`src/rtl/fir_pkg.sv`:
```
// Shared types, widths and helpers for the FIR filter tile and its stimulus source.
package fir_pkg;

    localparam int SAMPLE_W = 6;
    localparam int MODE_W   = 2;

    // Right-shift Galois feedback mask for x^8+x^6+x^5+x^4+1
    localparam logic [7:0] LFSR_TAPS = 8'hB8;

    typedef enum logic [1:0] {
        MODE_BYPASS,
        MODE_MAVG,
        MODE_LPF,
        MODE_HPF
    } fir_mode_e;

    typedef enum logic [2:0] {
        PAT_IMPULSE,
        PAT_STEP,
        PAT_RAMP,
        PAT_SQUARE,
        PAT_NOISE,
        PAT_CONST,
        PAT_ZERO6,
        PAT_ZERO7
    } pattern_e;

    function automatic logic [7:0] lfsr_step(input logic [7:0] s);
        return {1'b0, s[7:1]} ^ (s[0] ? LFSR_TAPS : 8'h00);
    endfunction

    function automatic logic [SAMPLE_W-1:0] sample_value(
        input pattern_e              p,
        input logic [7:0]            k,
        input logic [SAMPLE_W-1:0]   a,
        input logic [7:0]            lfsr
    );
        case (p)
            PAT_IMPULSE: return (k == 8'd0) ? a : '0;
            PAT_STEP:    return (k == 8'd0) ? '0 : a;
            PAT_RAMP:    return k[SAMPLE_W-1:0];
            PAT_SQUARE:  return k[2] ? '0 : a;
            PAT_NOISE:   return lfsr[SAMPLE_W-1:0];
            PAT_CONST:   return a;
            default:     return '0;
        endcase
    endfunction

endpackage

```
`src/rtl/fir_sample_source_lfsr8.sv`:
```
// 8-bit Galois noise LFSR: synchronous load of the seed, one step per advance.
module fir_lfsr8
    import fir_pkg::*;
#(
    parameter logic [7:0] SEED = 8'h01
) (
    input  logic       clock,
    input  logic       reset,
    input  logic       load,
    input  logic       advance,
    output logic [7:0] state
);

    always_ff @(posedge clock or posedge reset) begin
        if (reset)        state <= SEED;
        else if (load)    state <= SEED;
        else if (advance) state <= lfsr_step(state);
    end

endmodule

```
`src/rtl/fir_sample_source.sv`:
```
// Burst stimulus sequencer driving {sample, mode} into the FIR tile, each word
// held HOLD_CYCLES cycles; all outputs registered from next-state logic.
module fir_sample_source
    import fir_pkg::*;
#(
    parameter int         HOLD_CYCLES = 3,
    parameter logic [7:0] LFSR_SEED   = 8'hA5
) (
    input  logic       clock,
    input  logic       reset,
    input  logic       start,
    input  logic       abort,
    input  logic [2:0] pattern,
    input  logic [1:0] mode,
    input  logic [5:0] amplitude,
    input  logic [7:0] length,
    output logic [7:0] ui_word,
    output logic       sample_valid,
    output logic       busy,
    output logic       done,
    output logic [7:0] sample_idx
);

    localparam int         HW        = (HOLD_CYCLES > 1) ? $clog2(HOLD_CYCLES) : 1;
    localparam logic [HW-1:0] HOLD_LAST = HW'(HOLD_CYCLES - 1);
    localparam logic [7:0] SEED_EFF  = (LFSR_SEED == 8'h00) ? 8'h01 : LFSR_SEED;

    typedef enum logic [1:0] {S_IDLE, S_EMIT, S_DONE} state_e;

    state_e            state, state_n;
    logic [HW-1:0]     hold_cnt, hold_n;
    pattern_e          pat_q;
    logic [MODE_W-1:0] mode_q;
    logic [SAMPLE_W-1:0] amp_q;
    logic [7:0]        len_q;

    logic [7:0] word_n, idx_n;
    logic       valid_n, busy_n, done_n;
    logic       latch, lfsr_load, lfsr_adv;
    logic [7:0] lfsr_q, lfsr_nx;

    fir_lfsr8 #(.SEED(SEED_EFF)) u_lfsr (
        .clock   (clock),
        .reset   (reset),
        .load    (lfsr_load),
        .advance (lfsr_adv),
        .state   (lfsr_q)
    );

    // Next word's noise sample is the value the LFSR is about to take
    assign lfsr_nx = lfsr_step(lfsr_q);

    always_comb begin
        state_n   = state;
        hold_n    = hold_cnt;
        idx_n     = sample_idx;
        word_n    = ui_word;
        valid_n   = 1'b0;
        busy_n    = busy;
        done_n    = 1'b0;
        latch     = 1'b0;
        lfsr_load = 1'b0;
        lfsr_adv  = 1'b0;
        case (state)
            S_IDLE: begin
                word_n = {{SAMPLE_W{1'b0}}, mode_q};
                busy_n = 1'b0;
                if (start && !abort) begin
                    latch     = 1'b1;
                    lfsr_load = 1'b1;
                    idx_n     = 8'd0;
                    hold_n    = '0;
                    if (length == 8'd0) begin
                        state_n = S_DONE;
                        done_n  = 1'b1;
                        word_n  = {{SAMPLE_W{1'b0}}, mode};
                    end else begin
                        state_n = S_EMIT;
                        busy_n  = 1'b1;
                        valid_n = 1'b1;
                        word_n  = {sample_value(pattern_e'(pattern), 8'd0, amplitude, SEED_EFF), mode};
                    end
                end
            end
            S_EMIT: begin
                if (abort) begin
                    state_n = S_IDLE;
                    busy_n  = 1'b0;
                    word_n  = {{SAMPLE_W{1'b0}}, mode_q};
                end else if (hold_cnt == HOLD_LAST) begin
                    hold_n = '0;
                    if (sample_idx == len_q - 8'd1) begin
                        state_n = S_DONE;
                        done_n  = 1'b1;
                        busy_n  = 1'b0;
                        word_n  = {{SAMPLE_W{1'b0}}, mode_q};
                    end else begin
                        idx_n    = sample_idx + 8'd1;
                        valid_n  = 1'b1;
                        lfsr_adv = 1'b1;
                        word_n   = {sample_value(pat_q, sample_idx + 8'd1, amp_q, lfsr_nx), mode_q};
                    end
                end else begin
                    hold_n = hold_cnt + HW'(1);
                end
            end
            default: begin
                state_n = S_IDLE;
                busy_n  = 1'b0;
                word_n  = {{SAMPLE_W{1'b0}}, mode_q};
            end
        endcase
    end

    always_ff @(posedge clock or posedge reset) begin
        if (reset) begin
            state        <= S_IDLE;
            hold_cnt     <= '0;
            pat_q        <= PAT_IMPULSE;
            mode_q       <= '0;
            amp_q        <= '0;
            len_q        <= 8'd0;
            ui_word      <= 8'h00;
            sample_valid <= 1'b0;
            busy         <= 1'b0;
            done         <= 1'b0;
            sample_idx   <= 8'd0;
        end else begin
            state        <= state_n;
            hold_cnt     <= hold_n;
            ui_word      <= word_n;
            sample_valid <= valid_n;
            busy         <= busy_n;
            done         <= done_n;
            sample_idx   <= idx_n;
            if (latch) begin
                pat_q  <= pattern_e'(pattern);
                mode_q <= mode;
                amp_q  <= amplitude;
                len_q  <= length;
            end
        end
    end

endmodule

```
`config.mk`:
```
export PLATFORM = sky130hd
export DESIGN_NAME = fir_sample_source
export DESIGN_NICKNAME = d
export VERILOG_FILES = /design/src/rtl/fir_pkg.sv /design/src/rtl/fir_sample_source_lfsr8.sv /design/src/rtl/fir_sample_source.sv
export SDC_FILE = /design/constraint.sdc
export NUM_CORES = 1
export LEC_CHECK = 0
export BUFFER_PORTS_ARGS = -buffer_cell sky130_fd_sc_hd__buf_2
export CORE_MARGIN = 3
export CORE_UTILIZATION = 50
export DETAILED_ROUTE_END_ITERATION = 12
export GPL_ROUTABILITY_DRIVEN = 1
export PLACE_DENSITY = 0.79
export SLEW_MARGIN = 30
export SYNTH_ARGS = -nofsm -noshare
export SYNTH_HDL_FRONTEND = slang
export SYNTH_HIERARCHICAL = 1
export SYNTH_SLANG_ARGS = --single-unit
export TNS_END_PERCENT = 1
```
`constraint.sdc`:
```
create_clock -name clock -period 3.15 [get_ports clock]
set_input_delay 0.4725 -clock clock [delete_from_list [all_inputs] [get_ports clock]]
set_output_delay 0.4725 -clock clock [all_outputs]
set_load 0.03 [all_outputs]
```
=== Word level (Yosys, flattened, before mapping) ===
Index checks and enable logic that the tools add are counted.

* Register bits after elaboration: 50
* Bits of input ports: 23
* Memories kept: 0
* Bits in read-only memories: 0
* Bits in writable memories: 0
* Bits in latches: 0

* Equality and inequality tests: 17
* Mux-type cells: 48
* Multiply operators: 0
* Order comparisons: 0
* Reduce and logical (&&, ||, !) cells: 14
* Bitwise operators: 1
* $add $sub $neg: 3
* Shift operators: 0
* Divide/modulo/power cells: 0

{| class="wikitable"
|+ Operators by type and width
! operator !! count
|-
| 2-to-1 mux 8 bit || 12
|-
| one-hot mux 6 bit (6 select lines) || 1
|-
| one-hot mux 8 bit (2 select lines) || 2
|-
| 2-to-1 mux 6 bit || 3
|-
| logical NOT 8 bit || 2
|-
| 2-to-1 mux 1 bit || 16
|-
| 2-to-1 mux 2 bit || 8
|-
| == test 3 bit (second input constant) || 4
|-
| one-hot mux 6 bit (2 select lines) || 1
|-
| == test 3 x 2 -> 1 bit (second input constant) || 3
|-
| adder 8 x 1 -> 8 bit (second input constant) || 1
|-
| == test 8 bit || 1
|-
| inequality test 2 bit (second input constant) || 4
|-
| one-hot mux 2 bit (2 select lines) || 2
|-
| subtractor 8 x 1 -> 8 bit (second input constant) || 1
|-
| bitwise XOR 7 x 8 -> 8 bit || 1
|-
| logical NOT 3 bit || 2
|-
| inequality test 3 bit (second input constant) || 2
|-
| one-hot mux 1 bit (2 select lines) || 3
|-
| AND reduction 3 bit || 2
|-
| AND reduction 5 bit || 1
|-
| nonzero test 2 bit || 2
|-
| == test 3 x 1 -> 1 bit (second input constant) || 1
|-
| OR reduction 3 bit || 1
|-
| 7 further kinds || 7
|}

=== Depth between registers and ports, before layout ===
* Word-level depth: 8
* Depth in mapped cells: 11

=== Hierarchy ===
Netlist, hierarchy kept.

{| class="wikitable"
|+ Modules (own cells, without submodules)
! module !! sequential area each (µm²) !! cells an instance !! instances !! area each (µm²)
|-
| fir_sample_source || 1,051.0 || 318 || 1 || 2,656.3
|-
| fir_lfsr8 || 205.2 || 31 || 1 || 354.1
|}

=== Worst setup path after synthesis ===
OpenSTA, ideal clock, no wires.

* Path kind: reg2reg
* From: register sample_idx[5]
* To: register u_lfsr.state[6]
* Path buffers: 2
* Required time: 3.025 ns
* Data arrival time: 2.171 ns
* Slack: 0.854 ns
* Cell stages (with the launch flop): 11
* Period minus slack after synthesis: 2.296 ns
* Cells stage by stage: dfrtp_1 -> clkbuf_1 -> nor2_1 -> o221ai_2 -> o211ai_1 -> o211ai_4 -> nand3_2 -> inv_1 -> buf_4 -> mux2i_1 -> nor2_1

* Cells in the longest elaborated chain, start to end: 6

{| class="wikitable"
|+ Ends and longest elaborated chain
! what !! line !! text
|-
| start, declared || fir_sample_source.sv:21 || <nowiki>output logic [7:0] sample_idx</nowiki>
|-
| start signal, assigned || fir_sample_source.sv:135 || <nowiki>sample_idx <= idx_n;</nowiki>
|-
| == test 8 bit || fir_sample_source.sv:92 || <nowiki>if (sample_idx == len_q - 8'd1) begin</nowiki>
|-
| 2-to-1 mux 1 bit || fir_sample_source.sv:92 ||
|-
| 2-to-1 mux 1 bit || fir_sample_source.sv:90 || <nowiki>end else if (hold_cnt == HOLD_LAST) begin</nowiki>
|-
| 2-to-1 mux 1 bit || fir_sample_source.sv:86 || <nowiki>if (abort) begin</nowiki>
|-
| 2-to-1 mux 1 bit || fir_sample_source.sv:64 || <nowiki>case (state)</nowiki>
|-
| via lfsr_adv || fir_sample_source.sv:39 || <nowiki>logic latch, lfsr_load, lfsr_adv;</nowiki>
|-
| nonzero test 2 bit (no line) || -- ||
|-
| end signal, assigned || fir_sample_source_lfsr8.sv:17 || <nowiki>else if (advance) state <= lfsr_step(state);</nowiki>
|-
| end, declared || fir_sample_source_lfsr8.sv:11 || <nowiki>output logic [7:0] state</nowiki>
|}

The timed path passes the listed nets, and every way through them passes these cells.
A chain may end at the register's enable or synchronous reset.

=== Worst setup path in the final report ===
* From: register len_q[0]
* To: register u_lfsr.state[1]

* Cells in the longest elaborated chain, start to end: 7

{| class="wikitable"
|+ Ends and longest elaborated chain
! what !! line !! text
|-
| start, declared || fir_sample_source.sv:35 || <nowiki>logic [7:0] len_q;</nowiki>
|-
| start signal, assigned || fir_sample_source.sv:140 || <nowiki>len_q <= length;</nowiki>
|-
| subtractor 8 x 1 -> 8 bit || fir_sample_source.sv:92 ||
|-
| == test 8 bit || fir_sample_source.sv:92 ||
|-
| 2-to-1 mux 1 bit || fir_sample_source.sv:92 ||
|-
| 2-to-1 mux 1 bit || fir_sample_source.sv:90 ||
|-
| 2-to-1 mux 1 bit || fir_sample_source.sv:86 ||
|-
| 2-to-1 mux 1 bit || fir_sample_source.sv:64 ||
|-
| via lfsr_adv || fir_sample_source.sv:39 ||
|-
| nonzero test 2 bit (no line) || -- ||
|}

The timed path passes the listed nets, and every way through them passes these cells.

==> flow_metrics.env <==
export IMPL_vias=2643
export IMPL_reg2regPathDepth=8
export IMPL_crit_required_ns=3.35
export IMPL_hold_viol=0
export IMPL_antenna_found_initial=0
export IMPL_hold_slack_ns=0.113
export IMPL_yosysSeqAreaShare=0.417
export IMPL_cts_hold_buffers=0
export IMPL_drive_above_1_share=0.198
export IMPL_startpoint_type="register"
export IMPL_max_clock_path_buffers=2
export IMPL_dp_cells=447
export IMPL_power_w=0.00181
export IMPL_wl_per_cell_um=15.6
export IMPL_clk_pin_slew_ns=0.10
export IMPL_grt_pass1_vias=2534
export IMPL_routed_wl_mm=7.08
export IMPL_grtUsageTotal=0.209
export IMPL_drt_pass1_iter_count=5
export IMPL_vias_per_cell=5.81
export IMPL_coreArea_mm2=0.00568
export IMPL_cp_max_fo=11
export IMPL_setup_viol=0
export IMPL_synthCells=349
export IMPL_synth_area_mm2=0.00301
export IMPL_ir_drop_mv=0.293
export IMPL_syn_nets=374
export IMPL_numPortBuffers=41
export IMPL_slew_headroom=0.641
export IMPL_final_cell_mix="80 x nand2_1, 46 x dfrtp_1, 41 x buf_2"
export IMPL_boundaryPins=42
export IMPL_place_congestion=0.918
export IMPL_final_common_cell="nand2_1"
export IMPL_start_util=0.530
export IMPL_die_w_um=83.6
export IMPL_rrSetupSlack_ns=0.57
export IMPL_dpl_cell_area_mm2=0.00326
export IMPL_yosysUniqueCellTypes=54
export IMPL_rsz0062_at_grt="no"
export IMPL_synth_seq_cells=50
export IMPL_post_dp_hpwl_mm=5.20
export IMPL_stdcell_area_mm2=0.00337
export IMPL_fin_setup_tns_ns=0
export IMPL_synthFlopType="dfrtp_1"
export IMPL_fin_crit_sh=0.818
export IMPL_p_leak_nw=1.57
export IMPL_cts_htree_levels=2
export IMPL_status="finished, final reports clean"
export IMPL_worstReg2RegEnd="u_lfsr/state[1]$_DFFE_PP0P_"
export IMPL_crit_path_start="len_q[0]$_DFFE_PP0P_"
export IMPL_cts_sinks=50
export IMPL_timing_fmax_ghz=0.388
export IMPL_slew_violations=0
export IMPL_die_height_um=83.6
export IMPL_drc_errors=0
export IMPL_grt_overflow=0
export IMPL_min_path_type="input pin to asynchronous set/reset pin"
export IMPL_synthToLayoutAreaGrowth_pct=11.9
export IMPL_root_buffer="clkbuf_8"
export IMPL_maxCapViolCount=0
export IMPL_period_needed_ns=2.58
export IMPL_first_iter_violations=213
export IMPL_synth_async_reset_ratio=1.00
export IMPL_post_cts_buffers=0
export IMPL_yosysWarnings=6
export IMPL_diodes=0
export IMPL_dieArea_mm2=0.00699
export IMPL_crit_arrival_ns=2.77
export IMPL_rows=27
export IMPL_fin_cells=455
export IMPL_clkLatencyLatePin_ns=0.31
export IMPL_syn_area_per_cell_um2=8.63
export IMPL_cp_end_kind="register"
export IMPL_grt_pass1_wl_mm=12.0
export IMPL_cts_resized=0
export IMPL_nets=407
export IMPL_skew_ns=0.00855
export IMPL_critPathKind="register to register"
export IMPL_cts_tree="done"
export IMPL_regToRegStartpoint="len_q[0]$_DFFE_PP0P_"
export IMPL_p_per_area_mw_per_mm2=537
export IMPL_ant_nets=0
export IMPL_cts_buffers=5
export IMPL_synth_edff_count=0
export IMPL_grt_max_degree=43
export IMPL_worst_slew_pin_slew_ns=0.539
==> sequential cells by signal, indices dropped and copies added, names as in the netlist <==
name / flops
ui_word: 8
sample_idx: 8
len_q: 8
pat_q: 3
busy: 1
u_lfsr/state: 8
done: 1
mode_q: 2
sample_valid: 1
amp_q: 6
hold_cnt: 2
state: 2
==> how the worst max path moves through the flow <==
stage / endpoint / slack (ns) / depth (start not counted)
final: u_lfsr/state[1]$_DFFE_PP0P_ / 0.57 / 8
after detailed placement: u_lfsr/state[1]$_DFFE_PP0P_ / 0.60 / 8
after global routing: u_lfsr/state[1]$_DFFE_PP0P_ / 0.44 / 8
after CTS: u_lfsr/state[1]$_DFFE_PP0P_ / 0.60 / 8
after global placement: u_lfsr/state[1]$_DFFE_PP0P_ / 0.75 / 8
after floorplan: u_lfsr/state[6]$_DFFE_PP0P_ / 0.85 / 10
==> layout make-up <==
class                      count  area, µm²
fill                         498       2310
sequential                    50       1260
multi-input combinational    273       1640
inverter                       8       30.0
clock buffer                   5       68.8
tap                           72       90.1
clock inverter                 3       45.0
timing repair buffer          44        240
==> worst max-delay path, stage by stage, from the launching register on <==
cell	delay (ns)
dfrtp_1	0.43
or3_4	0.43
o221ai_2	0.18
o211ai_1	0.16
o211ai_4	0.35
nand3_2	0.22
inv_1	0.38
mux2i_1	0.24
nor2_1	0.07
==> metal layers <==
layer | global-route usage | share of wire | vias to the layer above
met1 | 0.273 | 0.43 | 1263
met2 | 0.345 | 0.48 | 91
met4 | 0.0716 | 0.017 | 0
li1 | - | - | 1282
met3 | 0.0415 | 0.065 | 7
met5 | 0 | 0 | -
==> stage by stage <==
| step | setup WS, ns | util |
|---|---|---|
| 2_1_floorplan | 0.854 | - |
| 3_3_place_gp | 0.749 | 0.574 |
| 3_5_place_dp | 0.603 | 0.574 |
| 4_1_cts | 0.597 | 0.594 |
| 5_1_grt | 0.436 | 0.594 |
| 6_report | 0.574 | 0.594 |
==> Yosys cell counts (2+ instances only) <==
cell type	count	share of area
o31ai_1	5	0.012
a211oi_1	2	0.0050
and2_1	5	0.010
buf_2	4	0.0067
dfrtp_1	46	0.38
nand2_1	80	0.10
inv_1	8	0.010
nor2_1	27	0.034
a21oi_1	19	0.032
o22ai_1	3	0.0062
and3_1	2	0.0042
a22oi_1	4	0.010
o41ai_2	5	0.027
o32ai_1	2	0.0058
nand4_1	5	0.010
nand4b_1	2	0.0058
dfstp_2	4	0.035
nor4_1	3	0.0062
xnor2_1	8	0.023
mux2_2	2	0.0075
clkbuf_1	11	0.014
ha_1	2	0.0083
nand2b_1	10	0.021
a31oi_1	2	0.0042
xor2_1	10	0.029
or2_1	2	0.0042
nor2b_1	6	0.012
o21bai_1	2	0.0050
nor3_1	4	0.0067
nand3_1	10	0.017
mux2i_1	9	0.030
a311oi_2	2	0.010
o21ai_0	22	0.037
==> report_power, final <==
group	leakage (nW)	internal (W)	total (W)	switching (W)
clock network	0.0504	0.000236	0.000461	0.000225
logic	0.879	0.000196	0.000494	0.000298
registers	0.642	0.000737	0.000854	0.000116
total	1.57	0.00117	0.00181	0.000639
==> cell families after synthesis <==
| logic type | count (synthesis) | synth area share |
|---|---|---|
| compound gates | 78 | 0.189 |
| xor+xnor | 18 | 0.0524 |
| fa+ha+maj | 2 | 0.00831 |
| buf+inv | 26 | 0.0382 |
| flops | 50 | 0.417 |
| mux | 11 | 0.0374 |
| simple gates | 164 | 0.257 |
Power figures use the tool's default switching activity.
